`config.mk`:
```
export PLATFORM = sky130hd
export DESIGN_NAME = seq_player_flat
export DESIGN_NICKNAME = d
export VERILOG_FILES = /design/src/rtl/seq_pkg.sv /design/src/rtl/seq_player_if.sv /design/src/rtl/step_timer.sv /design/src/rtl/seq_player.sv /design/src/flat_wrapper.sv
export SDC_FILE = /design/constraint.sdc
export NUM_CORES = 1
export LEC_CHECK = 0
export CORE_MARGIN = 2
export CORE_UTILIZATION = 52
export CTS_BUF_LIST = sky130_fd_sc_hd__clkbuf_16
export CTS_CLUSTER_DIAMETER = 150
export CTS_CLUSTER_SIZE = 8
export DETAILED_ROUTE_END_ITERATION = 6
export GPL_ROUTABILITY_DRIVEN = 0
export PLACE_DENSITY = 0.81
export SYNTH_ARGS = -nofsm -noshare
export SYNTH_HDL_FRONTEND = slang
export SYNTH_HIERARCHICAL = 1
export SYNTH_SLANG_ARGS = --single-unit
```
`constraint.sdc`:
```
create_clock -name clk -period 5.07 [get_ports clk]
set_clock_uncertainty 0.2 [all_clocks]
set_input_delay 1.014 -clock clk [delete_from_list [all_inputs] [get_ports clk]]
set_output_delay 1.014 -clock clk [all_outputs]
set_load 0.005 [all_outputs]
```
`src/rtl/seq_pkg.sv`:
```
// Shared step-sequencer types and constants (model, player, tone generator).
// Latency: n/a (declarations only).
// Backpressure: n/a.
package seq_pkg;

  localparam int NUM_BEATS_DEFAULT = 16;
  localparam int PITCH_W           = 4;

  localparam logic [PITCH_W-1:0] PITCH_REST = 4'd0;

  typedef enum logic [0:0] {
    IDLE = 1'b0,
    PLAY = 1'b1
  } player_state_t;

  // A beat sounds only when its pitch is not the rest code.
  function automatic logic is_note(input logic [PITCH_W-1:0] p);
    return p != PITCH_REST;
  endfunction

endpackage

```
`src/rtl/seq_player_if.sv`:
```
// Control/pattern inputs and playback outputs of the sequencer player.
// Latency: n/a (wires only).
// Backpressure: none; start/stop are pulses, note_on/wrap are one-cycle strobes.
//
// master : drives beats, start, stop, step_period; observes playback outputs
// slave  : the player; consumes the controls, drives playing/beat_index/pitch/note_on/gate/wrap
interface seq_player_if
  import seq_pkg::*;
#(
  parameter int NUM_BEATS = NUM_BEATS_DEFAULT,
  parameter int PERIOD_W  = 24
);

  localparam int IDX_W = $clog2(NUM_BEATS);

  logic [NUM_BEATS*PITCH_W-1:0] beats;
  logic                         start;
  logic                         stop;
  logic [PERIOD_W-1:0]          step_period;

  logic                         playing;
  logic [IDX_W-1:0]             beat_index;
  logic [PITCH_W-1:0]           pitch;
  logic                         note_on;
  logic                         gate;
  logic                         wrap;

  modport master (
    output beats, start, stop, step_period,
    input  playing, beat_index, pitch, note_on, gate, wrap
  );

  modport slave (
    input  beats, start, stop, step_period,
    output playing, beat_index, pitch, note_on, gate, wrap
  );

endinterface

```
`src/rtl/step_timer.sv`:
```
// Loadable per-beat cycle counter producing half-step and end-of-step strobes.
// Latency: strobes are decoded from registered state; load takes effect next cycle.
// Backpressure: none.
//
// clk, rst_n : clock, async active-low reset
// load       : restart the count at 0 and latch max(period, 2)
// run        : count enable (high while playing)
// period     : requested cycles per beat
// half_done  : count is at floor(P/2)-1
// step_done  : count is at P-1 (last cycle of the beat)
module step_timer #(
  parameter int PERIOD_W = 24
) (
  input  logic                clk,
  input  logic                rst_n,
  input  logic                load,
  input  logic                run,
  input  logic [PERIOD_W-1:0] period,
  output logic                half_done,
  output logic                step_done
);

  logic [PERIOD_W-1:0] cnt_q;
  logic [PERIOD_W-1:0] period_q;
  logic [PERIOD_W-1:0] period_clamped;

  // Periods below 2 would make the half-step target negative; floor at 2.
  assign period_clamped = (period < PERIOD_W'(2)) ? PERIOD_W'(2) : period;

  always_ff @(posedge clk or negedge rst_n) begin
    if (!rst_n) begin
      cnt_q    <= '0;
      period_q <= PERIOD_W'(2);
    end else if (load) begin
      cnt_q    <= '0;
      period_q <= period_clamped;
    end else if (run) begin
      cnt_q    <= cnt_q + PERIOD_W'(1);
    end
  end

  assign half_done = run && (cnt_q == ((period_q >> 1) - PERIOD_W'(1)));
  assign step_done = run && (cnt_q == (period_q - PERIOD_W'(1)));

endmodule

```
`src/rtl/seq_player.sv`:
```
// Step-sequencer playback: walks the beat pattern at a programmable step period.
// Latency: one cycle from start/beat boundary to registered beat outputs.
// Backpressure: none; outputs are free-running, stop overrides start.
//
// clk, rst_n : clock, async active-low reset
// bus.slave  : beats/start/stop/step_period in;
//              playing/beat_index/pitch/note_on/gate/wrap out (all registered)
module seq_player
  import seq_pkg::*;
#(
  parameter int NUM_BEATS = NUM_BEATS_DEFAULT,
  parameter int PERIOD_W  = 24
) (
  input  logic        clk,
  input  logic        rst_n,
  seq_player_if.slave bus
);

  localparam int IDX_W = $clog2(NUM_BEATS);

  localparam logic [0:0] ST_IDLE = 1'(IDLE);
  localparam logic [0:0] ST_PLAY = 1'(PLAY);

  logic [0:0]         state_q;
  logic [IDX_W-1:0]   idx_q;
  logic [PITCH_W-1:0] pitch_q;
  logic               note_on_q;
  logic               gate_q;
  logic               wrap_q;

  logic               in_play;
  logic               half_done;
  logic               step_done;
  logic               load_beat;
  logic [IDX_W-1:0]   next_idx;
  logic [PITCH_W-1:0] next_pitch;
  logic [PITCH_W-1:0] beat_pitch [NUM_BEATS];

  for (genvar g = 0; g < NUM_BEATS; g++) begin : g_unpack
    assign beat_pitch[g] = bus.beats[g*PITCH_W +: PITCH_W];
  end

  assign in_play = (state_q == ST_PLAY);

  // A new beat begins on start (from either state) or at the end of the
  // current beat; stop suppresses both, including a coincident note_on.
  assign load_beat = !bus.stop && (bus.start || (in_play && step_done));

  // NUM_BEATS is a power of two, so the index wraps by plain overflow.
  assign next_idx   = bus.start ? '0 : (idx_q + IDX_W'(1));
  assign next_pitch = beat_pitch[next_idx];

  step_timer #(
    .PERIOD_W (PERIOD_W)
  ) u_timer (
    .clk       (clk),
    .rst_n     (rst_n),
    .load      (load_beat),
    .run       (in_play),
    .period    (bus.step_period),
    .half_done (half_done),
    .step_done (step_done)
  );

  always_ff @(posedge clk or negedge rst_n) begin
    if (!rst_n) begin
      state_q   <= ST_IDLE;
      idx_q     <= '0;
      pitch_q   <= '0;
      note_on_q <= 1'b0;
      gate_q    <= 1'b0;
      wrap_q    <= 1'b0;
    end else if (bus.stop || (!bus.start && !in_play)) begin
      state_q   <= ST_IDLE;
      idx_q     <= '0;
      pitch_q   <= '0;
      note_on_q <= 1'b0;
      gate_q    <= 1'b0;
      wrap_q    <= 1'b0;
    end else if (load_beat) begin
      state_q   <= ST_PLAY;
      idx_q     <= next_idx;
      pitch_q   <= next_pitch;
      note_on_q <= is_note(next_pitch);
      gate_q    <= is_note(next_pitch);
      // A restart lands on beat 0 too, but it is not a lap wrap.
      wrap_q    <= !bus.start && (next_idx == '0);
    end else begin
      note_on_q <= 1'b0;
      wrap_q    <= 1'b0;
      if (half_done) begin
        gate_q  <= 1'b0;
      end
    end
  end

  assign bus.playing    = in_play;
  assign bus.beat_index = idx_q;
  assign bus.pitch      = pitch_q;
  assign bus.note_on    = note_on_q;
  assign bus.gate       = gate_q;
  assign bus.wrap       = wrap_q;

endmodule

```
`src/flat_wrapper.sv`:
```
// flat-port wrapper written by rule: the top's interface ports become plain ports
module seq_player_flat import seq_pkg::*;
#(
  parameter int NUM_BEATS = NUM_BEATS_DEFAULT,
  parameter int PERIOD_W  = 24
)
  (clk, rst_n, bus_beats, bus_start, bus_stop, bus_step_period, bus_playing, bus_beat_index, bus_pitch, bus_note_on, bus_gate, bus_wrap);
  seq_player_if #(.NUM_BEATS(NUM_BEATS), .PERIOD_W(PERIOD_W)) bus_i ();
  input  logic clk;
  input  logic rst_n;
  input wire logic [$bits(bus_i.beats)-1:0] bus_beats;
  input wire logic [$bits(bus_i.start)-1:0] bus_start;
  input wire logic [$bits(bus_i.stop)-1:0] bus_stop;
  input wire logic [$bits(bus_i.step_period)-1:0] bus_step_period;
  output wire logic [$bits(bus_i.playing)-1:0] bus_playing;
  output wire logic [$bits(bus_i.beat_index)-1:0] bus_beat_index;
  output wire logic [$bits(bus_i.pitch)-1:0] bus_pitch;
  output wire logic [$bits(bus_i.note_on)-1:0] bus_note_on;
  output wire logic [$bits(bus_i.gate)-1:0] bus_gate;
  output wire logic [$bits(bus_i.wrap)-1:0] bus_wrap;
  assign bus_i.beats = bus_beats;
  assign bus_i.start = bus_start;
  assign bus_i.stop = bus_stop;
  assign bus_i.step_period = bus_step_period;
  assign bus_playing = bus_i.playing;
  assign bus_beat_index = bus_i.beat_index;
  assign bus_pitch = bus_i.pitch;
  assign bus_note_on = bus_i.note_on;
  assign bus_gate = bus_i.gate;
  assign bus_wrap = bus_i.wrap;
  seq_player #(.NUM_BEATS(NUM_BEATS), .PERIOD_W(PERIOD_W)) u_core (.clk(clk), .rst_n(rst_n), .bus(bus_i));
endmodule
```
Yosys cells after proc, flatten, opt, wreduce, memory -nomap -nowiden
Cells that the tools add are included.

Register bits after elaboration: 60. Logic and storage cells: 53.

Add/sub/neg operators: 4. Magnitude comparators: 2. Equal/unequal tests: 2. Multiplexer cells: 20. Bitwise logic cells: 1. Reduce and logical (&&, ||, !) cells: 16.

Operators with widths (count): 2-to-1 mux 24 bit (3); equality test 24 bit (2); 2-to-1 mux 4 bit (7); adder 24 x 1 -> 24 bit (second input constant) (1); less-than comparator 24 x 2 -> 1 bit (second input constant) (1); subtractor 23 x 1 -> 24 bit (second input constant) (1); subtractor 24 x 1 -> 24 bit (second input constant) (1); binary-select mux 4 bit (select 4 bit) (1); 2-to-1 mux 1 bit (9); logical AND 1 bit (6); greater-or-equal comparator 5 bit (second input constant) (1); inverter 4 -> 5 bit (1); adder 4 x 1 -> 4 bit (second input constant) (1); logical NOT 4 bit (1); nonzero test 2 bit (2); nonzero test 4 bit (1); logical NOT 1 bit (3); nonzero test 3 bit (1); logical OR 1 bit (2).

Longest topological paths before layout
Depth after elaboration: 9. Gate-level depth with buffers: 16. Gate-level depth less buffers: 12.

Modules after synthesis
Netlist, hierarchy kept.

Modules (own cells, without submodules): step_timer (instances 1, cells each 403, area an instance 3686.0 um^2, sequential area each 1202.4 um^2); seq_player (instances 1, cells each 129, area an instance 1176.1 um^2, sequential area each 300.3 um^2).

Least setup slack after synthesis
No wires, ideal clock.

Path type: flip-flop to flip-flop. Start: reg u_core.u_timer.period_q[0]. End: reg u_core.u_timer.period_q[14]. Data arrival time: 3.714 ns. Data required time: 4.745 ns. Setup slack: 1.031 ns. Stages on the path, launching flop included: 16. Buffers on the path: 4. Path through: dfrtp_1 -> clkbuf_1 -> inv_1 -> ha_1 -> nor3b_1 -> and2_1 -> xnor2_1 -> a2111oi_0 -> nand3_1 -> nor4_2 -> clkbuf_1 -> o21ai_1 -> inv_1 -> clkbuf_1 -> buf_1 -> mux2_2.

Word-level cells in the longest chain between the ends: 6.

RTL lines: start, declared (RTL line step_timer.sv:24) `logic [PERIOD_W-1:0] period_q;`; start signal, assigned (RTL line step_timer.sv:36) `period_q <= period_clamped;`; subtractor 24 x 1 -> 24 bit (RTL line step_timer.sv:43) `assign step_done = run && (cnt_q == (period_q - PERIOD_W'(1)));`; equality test 24 bit (RTL line step_timer.sv:43); logical AND 1 bit (RTL line step_timer.sv:43); named net u_core.step_done (RTL line seq_player.sv:33) `logic step_done;`; logical AND 1 bit (RTL line seq_player.sv:47) `assign load_beat = !bus.stop && (bus.start || (in_play && step_done));`; logical OR 1 bit (RTL line seq_player.sv:47); logical AND 1 bit (RTL line seq_player.sv:47); named net u_core.load_beat (RTL line seq_player.sv:34) `logic load_beat;`.

The timed path passes the listed nets, and every way through them passes these cells. A chain may end at the register's enable or synchronous reset.

Worst setup path in the final report
Start: reg u_core.u_timer.period_q[0]. End: reg u_core.u_timer.period_q[5].

The elaborated chain is that of the path after synthesis.

==> flow_metrics.tcl <==
set metrics [dict create \
    wl_per_cell_microns 20.1 \
    status "completed" \
    fp.dieW_microns 101 \
    most-common-layout-cells "clkdlybuf4s50_1, xnor2_1, dfrtp_1" \
    syn2layout_area_growth_pct 25.6 \
    stdcell_area_sq_um 6110 \
    std_cell_rows 35 \
    grt_start_max_net_pins 61 \
    final_common_cell "clkdlybuf4s50_1" \
    post_route_cells_drive_above_1_share_pct 10.3 \
    cp.required_ns 5.08 \
    cts_tree "built" \
    internal_power_uw 1160 \
    dpl.cell_count 704 \
    synthDistinctLibCells 64 \
    fmax_mhz 231 \
    layout_min_cycle_time_ns 4.34 \
    grt_overflow 0 \
    slowest_stage "dfrtp_1" \
    clock-root-buffer "clkbuf_16" \
    cts_max_path_buffers 2 \
    hold_violations 0 \
    ir_worst_vdd_v 0.000223 \
    ys_warn_count 6 \
    insertion_delay_ns 0.33 \
    nFillCells 708 \
    register_area_sq_um 1500 \
    syn_avg_cell_area_sq_um 9.14 \
    viasPerCell 6.35 \
    fin_tns_setup_ns 0 \
    num_antenna_cells 0 \
    hp-class "reg2reg" \
    holdPathEnd "u_core/bus.pitch[0]$_DFFE_PN0P_" \
    timing.rr.end "u_core/u_timer/period_q[5]$_DFFE_PN0P_" \
    synth.top_cell.area_share_pct 30.4 \
    maxCapViolCount 0 \
    cts_buffers 9 \
    yosysTopAreaCell "dfrtp_1" \
    core-area_sq_um 9150 \
    syn-num-nets 629 \
    ff2ff_path_depth 13 \
    arrival_ns 4.35 \
    cts_setup_buffers 0 \
    slew_headroom_pct 49.9 \
    cts_resized 0 \
    synth_edf_count 0 \
    synth_ff_type "dfrtp_1" \
    grt_usage_pct 29.5 \
    dp_hpwl_microns 10700 \
    drt_first_iter_violations 444 \
    min_period_over_period_pct 85.6 \
    r2r_slack_ns 0.73 \
    power_density_nw_per_um2 287 \
    rsz0062_at_grt "false" \
    drcViolationCount 0 \
    path_clk_slew_ns 0.06 \
    swShare_pct 33.6 \
    worstMarginPinSlew_ns 0.752 \
    syn_area_sq_um 4860 \
    synth-seq-cells 60 \
    layout.cells.non_filler 720 \
    p_leak_uw 0.00228 \
    seq_area_frac_synth_pct 30.9 \
    pin_count 104 \
    hold_depth 2 \
    critPathMaxFanout 52 \
    whs_ns 0.342 \
    synth_cells 532 \
    die_h_microns 101 \
    multi_input_area_sq_um 3060 \
    drt_first_pass_iters 6 \
    cpPeakStageDelay_ns 0.49 \
    clkPwrFrac_pct 35.0 \
    synth-async-reset-ratio_pct 100 \
    crit_type "reg2reg" \
    htree_num_levels 3 \
    port_buffers 103 \
    pwr-share-comb_pct 26.6 \
    end_kind "flop" \
    final_nets 701 \
    ys_top_cells_by_area "dfrtp_1, xnor2_1, xor2_1" \
    grt_pass1_vias 4649 \
    critPathLaunch "u_core/u_timer/period_q[0]$_DFFE_PN0P_" \
    r2r_start "u_core/u_timer/period_q[0]$_DFFE_PN0P_" \
    antenna_found_initial 0 \
    grt_first_pass_wirelength_microns 23500 \
    vias 4570 \
    drv_slew 0 \
    totalWireLength_microns 14400 \
    placed_cell_area_sq_um 5810 \
    cts_num_sinks 60 \
    drtAntennaViolNets 0 \
    start_util_pct 53.1 \
    p_switching_uw 588 \
    dieArea_sq_um 10100 \
    p_seq_share_pct 38.4 \
    final_util_pct 66.7 \
    crit_path_cell_trace "inv_1, ha_1, nor3b_1, and2_1, xnor2_1, a2111oi_0, nand3_1, nor4_2, buf_4, o21ai_1, inv_1, buf_4, mux2_2" \
    cp-start-kind "flop" \
    cts-hold-fix-buffers 0 \
    hp-start "u_core/bus.pitch[0]$_DFFE_PN0P_" \
    setup_viol 0 \
]
-- sequential cells by signal (all words and copies together), names as in the netlist --
signal                   flops
u_core/u_timer/cnt_q        24
u_core/u_timer/period_q     24
u_core/bus.wrap              1
u_core/bus.pitch             4
u_core/bus.note_on           1
u_core/bus.playing           1
u_core/bus.gate              1
u_core/bus.beat_index        4
-- power by group through the flow --
| stage | combinational (uW) | sequential [uW] | clock, uW |
|---|---|---|---|
| 2_1_floorplan | 396 | 570 | 0 |
| 3_3_place_gp | 439 | 668 | 0 |
| 3_5_place_dp | 452 | 673 | 0 |
| 4_1_cts | 459 | 665 | 620 |
| 5_1_grt | 505 | 681 | 643 |
| 6_report | 466 | 672 | 614 |
-- area by class of cell --
cell class              instances  share of cell area, %
clock buffers                   9                   3.69
clock inverters                 7                   1.21
inverters                      11                  0.676
multi-input cells             414                   50.1
flip-flops and latches         60                   24.6
well taps                     111                   2.27
repair buffers                108                   17.4
-- stage by stage --
| step | total power (uW) | setup slack [ns] |
|---|---|---|
| floorplan | 966 | 1.03 |
| global placement | 1110 | 1.04 |
| detailed placement | 1120 | 0.854 |
| CTS | 1740 | 0.820 |
| global route | 1830 | 0.304 |
| finish | 1750 | 0.732 |
-- Yosys cell counts (all sizes together), types with 2 or more instances --
library cell	instances
and2	4
a2bb2oi	12
buf	22
clkbuf	25
o22ai	2
or4	4
or2	3
ha	5
inv	11
nor3b	5
o2111a	3
nand3	21
a31oi	2
nand3b	2
o211ai	8
nand4	15
o41ai	2
nor3	25
a2111oi	4
mux2	20
a22oi	5
or3	3
a32oi	4
o21ai	10
xor2	43
o221ai	4
nand2	31
xnor2	59
mux2i	15
nand4b	2
mux4	4
dfrtp	59
nor2	47
nor2b	3
a21oi	14
and4	3
nor4	21
-- cell families (layout without fill, tap and decap cells) --
| kind of cell | after synthesis | count (layout) | share of synthesized area (%) |
|---|---|---|---|
| flip-flops | 60 | 60 | 30.9 |
| adder cells (fa/ha/maj) | 5 | 5 | 1.29 |
| buffers and inverters | 58 | 135 | 6.12 |
| AND/OR/NAND/NOR | 191 | 191 | 21.8 |
| multiplexers | 39 | 39 | 9.57 |
| XOR/XNOR | 102 | 102 | 18.4 |
| AO/OA/AOI/OAI | 77 | 77 | 12.0 |
-- layer usage --
layer	GRT usage [%]	wire length [microns]	share of wire (%)	vias to the layer above
met5	0	0	0	-
met4	8.85	359	2.5	0
met3	8.18	1400	9.7	41
met2	48.1	7090	49	287
met1	38.3	5590	39	2183
li1	-	-	-	2059
-- worst max path at each step --
stage / endpoint / cells after the start
after global placement: u_core/u_timer/period_q[7]$_DFFE_PN0P_ / 13
after floorplan: u_core/u_timer/period_q[14]$_DFFE_PN0P_ / 15
after detailed placement: u_core/u_timer/period_q[9]$_DFFE_PN0P_ / 13
after global routing: u_core/u_timer/period_q[18]$_DFFE_PN0P_ / 13
final: u_core/u_timer/period_q[5]$_DFFE_PN0P_ / 13
after CTS: u_core/u_timer/period_q[20]$_DFFE_PN0P_ / 13
-- critical path, delay by kind of cell (launching register included) --
kind	cells	cell delay, ns
AOI/OAI and AO/OA	2	0.50
muxes	1	0.41
and+or+nand+nor	4	1.25
DFF	1	0.49
buffers and inverters	4	1.02
xor gates and xnor gates	1	0.10
adders and majority gates	1	0.23
Power figures use the tool's default switching activity.
